`src/rtl/hockey_player_input.sv`:
```
// Per-player button front-end: synchronize, debounce, one-cycle press pulse, release lockout.
// Direction and row are latched and sanitized on the same edge that a press is accepted.
module hockey_player_input #(
   parameter int unsigned DEBOUNCE_CYCLES = 4,
   parameter int unsigned LOCKOUT_CYCLES  = 2,
   parameter int unsigned Y_MAX           = 4
) (
   input  logic       clk,
   input  logic       rst,
   input  logic       btn_raw,
   input  logic [1:0] dir_sw,
   input  logic [2:0] y_sw,
   output logic       btn_out,
   output logic [1:0] dir_out,
   output logic [2:0] y_out,
   output logic       busy
);

   localparam int unsigned CntMax = (DEBOUNCE_CYCLES > LOCKOUT_CYCLES) ? DEBOUNCE_CYCLES
                                                                       : LOCKOUT_CYCLES;
   localparam int unsigned CntW = $clog2(CntMax + 1);
   localparam logic [CntW-1:0] DebLast  = CntW'(DEBOUNCE_CYCLES - 1);
   localparam logic [CntW-1:0] LockLast = CntW'(LOCKOUT_CYCLES);
   localparam logic [CntW-1:0] CntOne   = CntW'(1);
   localparam logic [2:0]      YMax     = 3'(Y_MAX);

   typedef enum logic [2:0] {
      StIdle,
      StDebounce,
      StPulse,
      StHold,
      StLockout
   } state_e;

   state_e          state_q, state_d;
   logic [CntW-1:0] cnt_q, cnt_d;
   logic            sync1_q, btn_s_q;
   logic [1:0]      dir_q, dir_d;
   logic [2:0]      y_q, y_d;
   logic            accept;

   always_comb begin
      state_d = state_q;
      cnt_d   = cnt_q;
      accept  = 1'b0;
      unique case (state_q)
         StIdle: begin
            if (btn_s_q) begin
               // A single required sample means the first high one is already accepted.
               if (DEBOUNCE_CYCLES == 1) begin
                  state_d = StPulse;
                  accept  = 1'b1;
               end else begin
                  state_d = StDebounce;
                  cnt_d   = CntOne;
               end
            end
         end
         StDebounce: begin
            if (!btn_s_q) begin
               state_d = StIdle;
               cnt_d   = '0;
            end else if (cnt_q == DebLast) begin
               state_d = StPulse;
               cnt_d   = '0;
               accept  = 1'b1;
            end else begin
               cnt_d = cnt_q + CntOne;
            end
         end
         StPulse: state_d = StHold;
         StHold: begin
            if (!btn_s_q) begin
               if (LOCKOUT_CYCLES == 0) begin
                  state_d = StIdle;
               end else begin
                  state_d = StLockout;
                  cnt_d   = CntOne;
               end
            end
         end
         StLockout: begin
            if (cnt_q == LockLast) begin
               state_d = StIdle;
               cnt_d   = '0;
            end else begin
               cnt_d = cnt_q + CntOne;
            end
         end
         default: begin
            state_d = StIdle;
            cnt_d   = '0;
         end
      endcase
   end

   always_comb begin
      dir_d = dir_q;
      y_d   = y_q;
      if (accept) begin
         dir_d = (dir_sw == 2'd3) ? 2'd0 : dir_sw;
         y_d   = (y_sw > YMax) ? YMax : y_sw;
      end
   end

   always_ff @(posedge clk) begin
      if (!rst) begin
         state_q <= StIdle;
         cnt_q   <= '0;
         sync1_q <= 1'b0;
         btn_s_q <= 1'b0;
         dir_q   <= 2'd0;
         y_q     <= 3'd0;
      end else begin
         state_q <= state_d;
         cnt_q   <= cnt_d;
         sync1_q <= btn_raw;
         btn_s_q <= sync1_q;
         dir_q   <= dir_d;
         y_q     <= y_d;
      end
   end

   assign btn_out = (state_q == StPulse);
   assign busy    = (state_q != StIdle);
   assign dir_out = dir_q;
   assign y_out   = y_q;

endmodule
```
`config.mk`:
```
export PLATFORM = sky130hd
export DESIGN_NAME = hockey_player_input
export DESIGN_NICKNAME = d
export VERILOG_FILES = /design/src/rtl/hockey_player_input.sv
export SDC_FILE = /design/constraint.sdc
export NUM_CORES = 1
export LEC_CHECK = 0
export ABC_AREA = 1
export CORE_MARGIN = 1.5
export CORE_UTILIZATION = 33
export DETAILED_ROUTE_END_ITERATION = 16
export SYNTH_ARGS = -nofsm -noshare
export SYNTH_HDL_FRONTEND = slang
export SYNTH_SLANG_ARGS = --single-unit
```
`constraint.sdc`:
```
create_clock -name clk -period 2.03 [get_ports clk]
set_clock_uncertainty 0.2 [all_clocks]
set_input_delay 0.406 -clock clk [delete_from_list [all_inputs] [get_ports clk]]
set_output_delay 0.406 -clock clk [all_outputs]
set_load 0.1 [all_outputs]
```
==> metrics.md <==
| Metric | Value |
|---|---|
| Most common cell after layout, fill and taps aside | `nand2_1` |
| CP startpoint kind | `flip-flop` |
| Setup_tns | `0 ps` |
| Vias | `663` |
| Die X | `49.29 um` |
| Crit path max fanout | `7` |
| Initial DRC Count | `15` |
| Antenna violations before repair | `0` |
| Hold crit path type | `flip-flop to flip-flop` |
| Final Net Count | `136` |
| Total track usage | `0.1433` |
| Clk sinks | `13` |
| Total inserted antenna cells | `0` |
| Worst-case clock buffer depth | `2` |
| Seq/Total Area, Yosys | `0.3681` |
| Postcts setup bufs | `0` |
| Crit path buffers/inverters | `2` |
| Syn Nets | `117` |
| # DRC | `0` |
| Layout cells sized above 1 | `0.1463` |
| GR Overflow Total | `0` |
| Post-synth cell types | `17` |
| Worst EP arrival | `1240 ps` |
| Leak pwr | `0.4347 nW` |
| Max rail drop VDD | `0.7198 mV` |
| Synth Area in Adders | `0.07080` |
| Drt wl/cell | `9.833 um` |
| Outcome | `finished, final reports clean` |
| Mean area per synthesized cell | `6.733 um^2` |
| # IOs | `15` |
| Area of the die | `2429 um^2` |
| Worst-Margin Slew | `279.3 ps` |
| Synthesis-to-layout area growth | `38.23%` |
| Fin area | `977.2 um^2` |
| Worst EP required | `1420 ps` |
| Clock Latency Late Sink | `280 ps` |
| RePlAce Congestion | `0.9092` |
| MaxCap Viol Count | `0` |
| Placed inst area | `950.9 um^2` |
| Initial Util | `0.3567` |
| Delay-heaviest family, CP | `flip-flops` |
| H-tree levels | `1` |
| Max-slew violation count | `0` |
| Slew margin rel. | `0.8132` |
| Final setup violation count | `0` |
| Hold_buf cts | `0` |
| Most frequent cells in the layout | `nand2_1 (24), inv_1 (18), dfxtp_1 (13), nor2_1 (12), a21oi_1 (10)` |
| Antenna-violating nets left | `0` |
| Critical path class | `flip-flop to primary output` |
| Post-synthesis simple-gate area fraction | `0.3451` |
| Final Hold Fails | `0` |
| Crit path time final | `1843 ps` |
| Largest net degree at the start of global routing | `9` |
| Main combinational cell family by area after synthesis | `simple AND/OR/NAND/NOR gates` |
| Cell area after synthesis | `706.9 um^2` |
| TritonCTS clock tree | `yes` |
| Crit-path cells | `nor2_1 -> nand2_1 -> inv_1 -> buf_12` |
| First-pass GRT wire length | `2.622 mm` |
| Final period util | `0.9078` |
| Xor and xnor area share after synthesis | `0` |
| CTS buffer count | `3` |
| Final WL | `1.475 mm` |
| Core Footprint | `1982 um^2` |
| PD cells | `1023 nW/um^2` |
| Fmax | `542.7 MHz` |
| Critical Path Slowest Stage Cell | `dfxtp_1` |
| Compound-cell area share of the yosys netlist | `0.1097` |
| FP Rows | `16` |
| Post_cts resized | `0` |
| CP endpoint kind | `primary output` |
| Mux cell area share after synthesis | `0` |
| CP peak stage delay | `390 ps` |
| Hold_ws | `221.5 ps` |
| Number of global-route vias before repair | `637` |
| Root Buffer | `clkbuf_4` |
| Cells after Synth | `105` |
| DP Wirelength | `1.178 mm` |
| Drt first pass iters | `4` |
| Via/cell ratio | `4.420` |
| # port buffers | `14` |
| Yosys warning total | `0` |
| #FFs+latches synth | `13` |
| Reg clk slew, reported paths | `80 ps` |
| Die Span Y | `49.29 um` |
| RSZ-0062 raised after global routing | `no` |
-- final timing paths --
path	from	cells past startpoint	slack [ps]	to
max	state_q[2]	4	190	btn_out
min	sync1_q	2	220	btn_s_q
max reg2reg	cnt_q[0]	9	400	cnt_q[0]
min reg2reg	sync1_q	2	220	btn_s_q
-- registers in the layout (all words and copies together) (netlist names) --
name / flops
btn_s_q: 1
cnt_q: 3
dir_out: 2
state_q: 3
sync1_q: 1
y_out: 3
-- metrics by stage --
| step | std cells | utilization | worst slack [ps] | power [mW] |
|---|---|---|---|---|
| after global placement | 146 | 0.4798 | 380.3 | 0.8427 |
| after detailed placement | 146 | 0.4798 | 373.8 | 0.8445 |
| final | 150 | 0.4931 | 187.2 | 0.9996 |
| after CTS | 150 | 0.4931 | 188.9 | 1.007 |
| after floorplan | 105 | - | 237.9 | 0.7055 |
| after global routing | 150 | 0.4931 | 112.3 | 1.087 |
-- tightest hold or removal path: stages, from the launching register on --
cell	delay [ps]
dfxtp_1	310
nand2_1	40
inv_1	40
-- kinds of logic (layout without fill, tap and decap cells) --
family	after synthesis	in the layout
and+or+nand+nor	53	53
buffers and inverters	20	38
AOI/OAI and AO/OA	15	15
DFF	13	13
adders and majority gates	4	4
-- cells in the mapped netlist, drive strengths merged --
| library cell | instances | area share |
|---|---|---|
| a21oi | 10 | 0.071 |
| nand2 | 27 | 0.15 |
| clkinv | 1 | 0.0053 |
| nor3 | 1 | 0.0071 |
| nand4 | 1 | 0.0089 |
| nand3 | 9 | 0.071 |
| o21ai | 4 | 0.028 |
| nor2 | 15 | 0.10 |
| o21a | 1 | 0.011 |
| inv | 19 | 0.10 |
| ha | 4 | 0.071 |
| dfxtp | 13 | 0.37 |
-- area by class of cell --
cell class                 count  area [um^2]
tap                           27        33.78
inverter                      20        75.07
multi-input combinational     72        371.6
timing repair buffer          14        210.2
sequential                    13        260.3
clock buffer                   4        26.28
fill                         190         1005
-- where the power goes --
group	leakage [nW]	switching (mW)	internal [mW]	total (mW)
combinational	0.314	0.329	0.179	0.508
sequential	0.106	0.0449	0.286	0.330
clock	0.0150	0.0847	0.0761	0.161
total	0.435	0.459	0.541	1.00
-- routing by layer --
layer,vias to the layer above,GRT usage,part of all wire
li1,361,-,-
met1,283,0.1575,0.45
met2,17,0.2523,0.48
met3,2,0.03681,0.052
met4,0,0.07143,0.0095
met5,-,0,0
No activity file was read; power rests on OpenSTA's default activity.
